**src/rtl/csel_adder_pipe.sv**
```systemverilog
// Pipelined carry-select adder/subtractor: one SEG-bit segment per stage, valid/ready with global stall.
// Optional zero/overflow flags are built when CSEL_ADDER_FLAGS_EN is defined.
module csel_adder_pipe #(
   parameter int WIDTH = 16,
   parameter int SEG   = 4
) (
   input  logic             clk,
   input  logic             rst,
   input  logic             in_valid,
   output logic             in_ready,
   input  logic [WIDTH-1:0] a,
   input  logic [WIDTH-1:0] b,
   input  logic             ci,
   input  logic             sub,
   output logic             out_valid,
   input  logic             out_ready,
   output logic [WIDTH-1:0] sum,
   output logic             co,
   output logic             zero,
   output logic             ovf
);

   localparam int NSTG = WIDTH / SEG;

   if ((SEG < 1) || ((WIDTH % SEG) != 0)) begin : g_param_chk
      $error("csel_adder_pipe: WIDTH must be a non-zero multiple of SEG");
   end

   logic             stall_s;
   logic             en_s;
   logic             vld_q;
   logic             co_q;
   logic [WIDTH-1:0] sum_q;
`ifdef CSEL_ADDER_FLAGS_EN
   logic             zero_q;
   logic             ovf_q;
`endif

   assign stall_s   = vld_q & ~out_ready;
   assign en_s      = ~stall_s;
   assign in_ready  = en_s;
   assign out_valid = vld_q;
   assign sum       = sum_q;
   assign co        = co_q;
`ifdef CSEL_ADDER_FLAGS_EN
   assign zero      = zero_q;
   assign ovf       = ovf_q;
`else
   assign zero      = 1'b0;
   assign ovf       = 1'b0;
`endif

   // acc holds {operand A bits not yet added, finished sum bits}; brem holds the B bits still ahead.
   for (genvar k = 0; k < NSTG; k++) begin : g_stg
      localparam int BIN = WIDTH - k * SEG;
      localparam int REM = BIN - SEG;

      logic [WIDTH-1:0] acc_in_s;
      logic [BIN-1:0]   b_in_s;
      logic             sub_in_s;
      logic             cin_s;
      logic             vld_in_s;
      logic [SEG-1:0]   seg_b_s;
      logic [SEG:0]     s0_s;
      logic [SEG:0]     s1_s;
      logic [SEG-1:0]   res_s;
      logic             cout_s;
      logic [WIDTH-1:0] acc_d_s;

      if (k == 0) begin : g_src
         assign acc_in_s = a;
         assign b_in_s   = b;
         assign sub_in_s = sub;
         assign cin_s    = sub ? 1'b1 : ci;
         assign vld_in_s = in_valid;
      end else begin : g_src
         assign acc_in_s = g_stg[k-1].g_mid.acc_q;
         assign b_in_s   = g_stg[k-1].g_mid.brem_q;
         assign sub_in_s = g_stg[k-1].g_mid.sub_q;
         assign cin_s    = g_stg[k-1].g_mid.cy_q;
         assign vld_in_s = g_stg[k-1].g_mid.vld_q;
      end

      // Both carry hypotheses for this segment, picked by the incoming registered carry.
      always_comb begin
         seg_b_s = b_in_s[SEG-1:0] ^ {SEG{sub_in_s}};
         s0_s    = {1'b0, acc_in_s[k*SEG +: SEG]} + {1'b0, seg_b_s};
         s1_s    = {1'b0, acc_in_s[k*SEG +: SEG]} + {1'b0, seg_b_s} + {{SEG{1'b0}}, 1'b1};
         res_s   = cin_s ? s1_s[SEG-1:0] : s0_s[SEG-1:0];
         cout_s  = s0_s[SEG] | (s1_s[SEG] & cin_s);
         acc_d_s = acc_in_s;
         acc_d_s[k*SEG +: SEG] = res_s;
      end

      if (k < NSTG - 1) begin : g_mid
         logic [WIDTH-1:0] acc_q;
         logic [REM-1:0]   brem_q;
         logic             sub_q;
         logic             cy_q;
         logic             vld_q;

         // Intermediate stage register; data only loads for real beats so bubbles leave it untouched.
         always_ff @(posedge clk) begin
            if (rst) begin
               vld_q  <= 1'b0;
               acc_q  <= {WIDTH{1'b0}};
               brem_q <= {REM{1'b0}};
               sub_q  <= 1'b0;
               cy_q   <= 1'b0;
            end else if (en_s) begin
               vld_q <= vld_in_s;
               if (vld_in_s) begin
                  acc_q  <= acc_d_s;
                  brem_q <= b_in_s[BIN-1:SEG];
                  sub_q  <= sub_in_s;
                  cy_q   <= cout_s;
               end
            end
         end
      end else begin : g_last
         // Output stage register: final sum, carry and (optionally) flags.
         always_ff @(posedge clk) begin
            if (rst) begin
               vld_q  <= 1'b0;
               sum_q  <= {WIDTH{1'b0}};
               co_q   <= 1'b0;
`ifdef CSEL_ADDER_FLAGS_EN
               zero_q <= 1'b0;
               ovf_q  <= 1'b0;
`endif
            end else if (en_s) begin
               vld_q <= vld_in_s;
               if (vld_in_s) begin
                  sum_q  <= acc_d_s;
                  co_q   <= cout_s;
`ifdef CSEL_ADDER_FLAGS_EN
                  zero_q <= (acc_d_s == {WIDTH{1'b0}});
                  // Top segment of acc still holds A's MSB here; seg_b_s[SEG-1] is B' MSB.
                  ovf_q  <= (acc_in_s[WIDTH-1] == seg_b_s[SEG-1]) &&
                            (acc_d_s[WIDTH-1] != acc_in_s[WIDTH-1]);
`endif
               end
            end
         end
      end
   end

endmodule

```
**config.mk**
```make
export PLATFORM = sky130hd
export DESIGN_NAME = csel_adder_pipe
export DESIGN_NICKNAME = d
export VERILOG_FILES = /design/src/rtl/csel_adder_pipe.sv
export SDC_FILE = /design/constraint.sdc
export NUM_CORES = 1
export LEC_CHECK = 0
export BUFFER_PORTS_ARGS = -buffer_cell sky130_fd_sc_hd__buf_2
export CAP_MARGIN = 20
export CORE_ASPECT_RATIO = 1.25
export CORE_MARGIN = 4
export CORE_UTILIZATION = 57
export DETAILED_ROUTE_END_ITERATION = 12
export GPL_TIMING_DRIVEN = 1
export MAX_ROUTING_LAYER = met4
export PLACE_DENSITY_LB_ADDON = 0.2
export SLEW_MARGIN = 10
export SYNTH_ARGS = -nofsm -noshare
export SYNTH_HDL_FRONTEND = slang
export SYNTH_SLANG_ARGS = --single-unit
```
**constraint.sdc**
```tcl
create_clock -name clk -period 3 [get_ports clk]
set_input_delay 0.3 -clock clk [delete_from_list [all_inputs] [get_ports clk]]
set_output_delay 0.3 -clock clk [all_outputs]
set_load 0.01 [all_outputs]
```
==> impl_metrics.csv, run 1 <==
group,metric,value,unit
outcome,status,"finished clean",
setup_path,startpoint_type,"flop",
final_layout,fillers,682,
floorplanning,coreArea,7440,µm²
setup_path,worstPathCellList,"xor2_1 > ha_1 > inv_1 > fa_1 > xor2_1 > nor3_1 > and4_1 > nor4_1",
drt,dr.pass1.iters,4,
drt,routedWlPerCell,12.2,µm
drt,vias_per_cell,5.17,
global_route,antenna_found_initial,0,
clocking,hold_buffers,0,
drt,drc,0,
synth,synth_ff_type,"dfxtp_1",
setup_path,cpLargestDelayFamily,"adder cells",
floorplanning,io-pin-count,59,
clocking,cts.clk_slew.worst_paths,90,ps
setup_path,path_max_fanout,6,
setup_path,cp.arrival,2500,ps
synth,ys_ff_latch,99,
final_layout,layout_commonest_cell,"nand2_1",
sta,finalMaxSlewViolations,0,
clocking,cts_inserted_buffers,9,
floorplanning,start_util,0.592,
final_layout,antennaDiodeCount,0,
placed_design,hpwl,6.18,mm
global_route,grt_max_degree,56,
final_layout,finalNetCount,652,
flow_run,maxCapViolCount,0,
synth,netlist_area,4410,µm²
sta,grt_setup_unrepaired,"no",
floorplanning,die_h,106,µm
setup_path,crit_path_frequent_cell,"xor2_1",
setup_path,end_kind,"flop",
synth,netlist_instances,554,
setup_path,crit_type,"flop to flop",
sta,worst_slew_pin_slew,832,ps
clocking,insertion_delay,370,ps
clocking,cts-htree-levels,3,
clocking,cts_resized,0,
pwr,power_leakage,2.04,nW
clocking,root_buffer,"clkbuf_8",
sta,fin_skew,16.7,ps
final_layout,final_cell_mix,"171 x nand2_1, 99 x dfxtp_1, 83 x a21oi_1, 56 x buf_2, 28 x nor2_1",
sta,final-setup-viol-count,0,
sta,setup-tns-final,0,ps
clocking,clock_path_buffers,2,
sta,max_freq,448,MHz
clocking,cts_tree,"done",
floorplanning,row_count,35,
clocking,cts.sinks,99,
synth,synth_edf_count,0,
final_layout,syn_to_final_growth,10.6,%
sta,fin_crit_sh,0.745,
synth,ys_seq_area_frac,0.449,
drt,wirelength,8.36,mm
setup_path,required,3270,ps
setup_path,slowest_delay,480,ps
synth,synth.distinct_cells,31,
sta,hold_slack,164,ps
placed_design,routabilityCongestion,0.818,
synth,syn_avg_cell_area,7.96,µm²
setup_path,crit_path_top_delay_cell,"dfxtp_1",
sta,final-hold-violation-count,0,
hold_path,hp-class,"input port to flop",
pwr,ir_drop,0.000308,V
synth,async_flop_share,0,
sta,slew_headroom,0.444,
global_route,grt_pass1_vias,3391,
drt,dr.first_iter.drc_count,143,
floorplanning,design.die.area,9220,µm²
clocking,post-cts-setup-buffers,0,
pwr,p_per_area,513,nW/µm²
floorplanning,die_w,86.7,µm
setup_path,path_buf_inv,1,
global_route,grt_pass1_wl,14.6,mm
placed_design,portBuffers,56,
synth,yosysWarnings,0,
drt,num_vias,3555,
global_route,grt-ovfl-total,0,
final_layout,drive_above_1_share,0.131,
sta,period_needed,2230,ps
global_route,grtUsageTotal,0.199,
drt,antenna_left,0,
Yosys cell counts (2+ instances only):
master / instances / area (µm²)
nand2_1: 171 / 642
and2_1: 5 / 31.3
dfxtp_1: 99 / 1980
nor3_1: 5 / 25.0
a21oi_1: 83 / 415
buf_4: 2 / 15.0
a311oi_1: 4 / 35.0
and3_1: 4 / 25.0
o21ai_0: 11 / 55.1
a211oi_1: 12 / 90.1
fa_1: 4 / 80.1
ha_1: 20 / 250
and4_1: 3 / 26.3
buf_2: 16 / 80.1
xnor2_1: 8 / 70.1
a21o_1: 3 / 22.5
or3_1: 3 / 18.8
xor2_1: 20 / 175
inv_1: 17 / 63.8
nor2b_1: 4 / 25.0
nor4_1: 3 / 18.8
nor2_1: 28 / 105
clkbuf_1: 18 / 67.6
nand3_1: 4 / 20.0
cells by family (layout without fill, tap and decap cells):
logic type,count (synthesis),count (layout),synth area share
flip-flops,99,99,0.449
adder cells (fa/ha/maj),24,24,0.0749
XOR/XNOR,29,29,0.0607
AND/OR/NAND/NOR,233,233,0.220
other,1,2,0.000850
buffers and inverters,54,94,0.0522
AO/OA/AOI/OAI,114,114,0.142
final timing paths:
kind	startpoint	endpoint	slack, ps	cells after the start
hold reg to reg	g_stg[0].g_mid.acc_q[13]$_SDFFE_PP0P_	g_stg[1].g_mid.acc_q[13]$_SDFFE_PP0P_	450	2
hold / removal	a[5]	g_stg[0].g_mid.acc_q[5]$_SDFFE_PP0P_	160	3
setup reg to reg	g_stg[1].g_mid.sub_q$_SDFFE_PP0P_	g_stg[2].g_mid.acc_q[11]$_SDFFE_PP0P_	770	8
setup / recovery	g_stg[1].g_mid.sub_q$_SDFFE_PP0P_	g_stg[2].g_mid.acc_q[11]$_SDFFE_PP0P_	770	8
area by class of cell:
class	count	area, µm²	share of cell area
clock buffers	11	141	0.0290
clock inverters	5	45.0	0.00924
inverters	18	67.6	0.0139
multi-input cells	402	2200	0.452
flip-flops and latches	99	1980	0.406
well taps	92	115	0.0236
repair buffers	60	323	0.0662
worst register-to-register path: stages, from the launching register on:
cell	delay (ps)
dfxtp_1	480
xor2_1	190
ha_1	170
inv_1	50
fa_1	400
xor2_1	310
nor3_1	110
and4_1	210
nor4_1	210
sequential cells by signal (all words and copies together) (netlist names):
name                cells
sum                    16
g_stg.g_mid.sub_q       3
out_valid               1
g_stg.g_mid.cy_q        3
g_stg.g_mid.acc_q      48
g_stg.g_mid.brem_q     24
co                      1
g_stg.g_mid.vld_q       3
where the power goes:
group,switching (mW),leakage (nW),internal [mW]
Sequential,0.0317,0.807,1.36
Combinational,0.171,1.15,0.126
Clock,0.472,0.0925,0.338
Total,0.675,2.04,1.83
metal layers:
| layer | share of wire | vias up | wire, µm | GRT usage |
|---|---|---|---|---|
| met4 | 0.020 | 0 | 166 | 0.0746 |
| met5 | 0 | - | 0 | - |
| met3 | 0.038 | 13 | 317 | 0.0357 |
| li1 | - | 1887 | - | - |
| met1 | 0.45 | 1594 | 3770 | 0.229 |
| met2 | 0.49 | 61 | 4110 | 0.342 |
metrics by stage:
step	util	cells	cell area (µm²)	setup slack (ps)	power, mW
finish	0.655	687	4880	766	2.50
global placement	0.630	671	4690	641	1.71
CTS	0.655	687	4880	750	2.52
detailed placement	0.630	671	4690	525	1.72
global route	0.655	687	4880	596	2.63
floorplan	-	555	4410	712	1.65
Note: power is estimated with default switching activity, not from simulation.
==> run 2, diff against run 1 <==
--- a/config.mk
+++ b/config.mk
@@ -9,7 +9,7 @@
 export CAP_MARGIN = 20
 export CORE_ASPECT_RATIO = 1.25
 export CORE_MARGIN = 4
-export CORE_UTILIZATION = 57
+export CORE_UTILIZATION = 52
 export DETAILED_ROUTE_END_ITERATION = 12
 export GPL_TIMING_DRIVEN = 1
 export MAX_ROUTING_LAYER = met4
==> constraint.sdc (replaced) <==
create_clock -name clk -period 1.8 [get_ports clk]
set_input_delay 0.18 -clock clk [delete_from_list [all_inputs] [get_ports clk]]
set_output_delay 0.18 -clock clk [all_outputs]
set_load 0.01 [all_outputs]
==> run 2 against run 1 <==
Net effect:
- the flow now finishes with violations (setup timing)
- largest power group unchanged
- die area is 8.8% higher
- count of clock-buffer cells in the layout unchanged
- clock power is 96% higher
- first-iteration DRC count shrank 12%
- total power increased by 83%
- flip-flop and latch count is the same
- design area up 12%
- via count is 5.5% higher
- sequential power grew 67%
- clock skew shrank 8.9 ps
==> impl_metrics.csv, run 2 (synthesis results as in run 1) <==
group,metric,value,unit
floorplanning,die_h,111,µm
global_route,grt_max_degree,100,
drt,dr.pass1.iters,5,
final_layout,fin_util,0.666,
floorplanning,row_count,37,
clocking,root_buffer,"clkbuf_8",
sta,grt_setup_unrepaired,"yes",
clocking,insertion_delay,370,ps
drt,highest_layer,"met4",
clocking,cts.sinks,99,
outcome,violations,"setup timing",
clocking,cts.clk_slew.worst_paths,90,ps
sta,fin_skew,7.85,ps
setup_path,required,2040,ps
drt,antenna_left,0,
sta,fin_ws,-205,ps
sta,final-setup-viol-count,12,
final_layout,largest_reg_flops,48,
floorplanning,io-pin-count,59,
placed_design,hpwl,6.59,mm
sta,period_needed,2000,ps
final_layout,layout_commonest_cell,"nand2_1",
setup_path,startpoint_type,"flop",
setup_path,slowest_delay,370,ps
setup_path,path_max_fanout,4,
drt,num_vias,3749,
setup_path,crit_type,"flop to flop",
pwr,power_leakage,2.31,nW
drt,dr_wl_met3,294,µm
pwr,ir_drop,0.000576,V
floorplanning,coreArea,8240,µm²
setup_path,cpLargestDelayFamily,"simple AND/OR/NAND/NOR gates",
floorplanning,design.die.area,10000,µm²
placed_design,portBuffers,56,
clocking,cts_inserted_buffers,9,
hold_path,hp-class,"input port to flop",
floorplanning,start_util,0.535,
sta,max_freq,499,MHz
final_layout,fillers,708,
global_route,grt_pass1_wl,15.6,mm
outcome,status,"complete, but fails checks",
final_layout,final_cell_mix,"167 x nand2_1, 94 x dfxtp_1, 82 x a21oi_1, 55 x buf_2, 40 x buf_4",
placed_design,placed_cells,713,
final_layout,antennaDiodeCount,0,
final_layout,drive_above_1_share,0.265,
pwr,total_power,4.58,mW
setup_path,cp.arrival,2250,ps
global_route,grtUsageTotal,0.195,
drt,wl_met2,4.64,mm
setup_path,end_kind,"flop",
setup_path,crit_path_top_delay_cell,"dfxtp_4",
global_route,antenna_found_initial,0,
clocking,cts-htree-levels,3,
drt,vias_per_cell,5.14,
setup_path,path_buf_inv,2,
pwr,p_per_area,836,nW/µm²
clocking,clock_path_buffers,2,
final_layout,syn_to_final_growth,24.3,%
drt,wirelength,9.06,mm
flow_run,maxCapViolCount,0,
drt,dr.first_iter.drc_count,126,
drt,wl_met1,3.94,mm
drt,drc,0,
final_layout,final_cells,730,
clocking,cts_tree,"done",
global_route,grt-ovfl-total,0,
drt,routedWlPerCell,12.4,µm
sta,fin_crit_sh,1.11,
floorplanning,die_w,90.4,µm
final_layout,finalNetCount,691,
setup_path,worstPathCellList,"buf_4 > xor2_1 > ha_1 > and3_4 > or3_4 > buf_6 > a211oi_2 > nor4_2",
sta,final-hold-violation-count,0,
sta,finalMaxSlewViolations,0,
final_layout,top_register,"g_stg.g_mid.acc_q",
global_route,grt_pass1_vias,3583,
placed_design,dp_slack,-346,ps
placed_design,routabilityCongestion,0.781,
run 2: path summary, 6_finish.rpt:
path	from	end	slack [ps]	cells after the start
setup / recovery	g_stg[2].g_mid.sub_q$_SDFFE_PP0P_	sum[15]$_SDFFE_PP0P_	-200	8
hold / removal	a[13]	g_stg[0].g_mid.acc_q[13]$_SDFFE_PP0P_	40	3
setup reg to reg	g_stg[2].g_mid.sub_q$_SDFFE_PP0P_	sum[15]$_SDFFE_PP0P_	-200	8
hold reg to reg	g_stg[0].g_mid.brem_q[4]$_SDFFE_PP0P_	g_stg[1].g_mid.brem_q[0]$_SDFFE_PP0P_	450	2
run 2: through the flow:
stage,hold WS (ps),cell area (µm²),TNS (ps)
6_report,39.3,5480,-1640
5_1_grt,30.6,5480,-2870
4_1_cts,23.3,5410,-1800
3_5_place_dp,426,5100,-3290
3_3_place_gp,420,5100,-2440
2_1_floorplan,316,4590,-2280
run 2: layer usage:
metal / track usage / up-vias
met5: - / -
li1: - / 1961
met4: 0.0715 / 0
met1: 0.221 / 1716
met3: 0.0428 / 15
met2: 0.335 / 57
run 2: worst register-to-register path: stages (launching register included):
cell and delay [ps]:
dfxtp_4 370, buf_4 140, xor2_1 160, ha_1 310
and3_4 160, or3_4 360, buf_6 130, a211oi_2 200
nor4_2 50
run 2: what timing repair did:
action / CTS / global route
hold buffers: 0 / 0
buffers inserted: 1 / 1
pin swaps: 22 / 12
resized for setup: 18 / 14
endpoints found under the setup margin: 12 / 14
run 2: power by group:
part	total (mW)	switching, mW	internal [mW]
combinational	0.673	0.349	0.325
clock	1.59	0.735	0.851
sequential	2.32	0.0558	2.27
run 2: area by class of cell:
class | count | area (µm²) | share of cell area
timing repair buffer | 99 | 629 | 0.115
clock inverter | 4 | 73.8 | 0.0135
tap | 97 | 121 | 0.0221
sequential | 99 | 1990 | 0.363
clock buffer | 11 | 151 | 0.0276
inverter | 18 | 67.6 | 0.0123
multi-input combinational | 402 | 2450 | 0.446
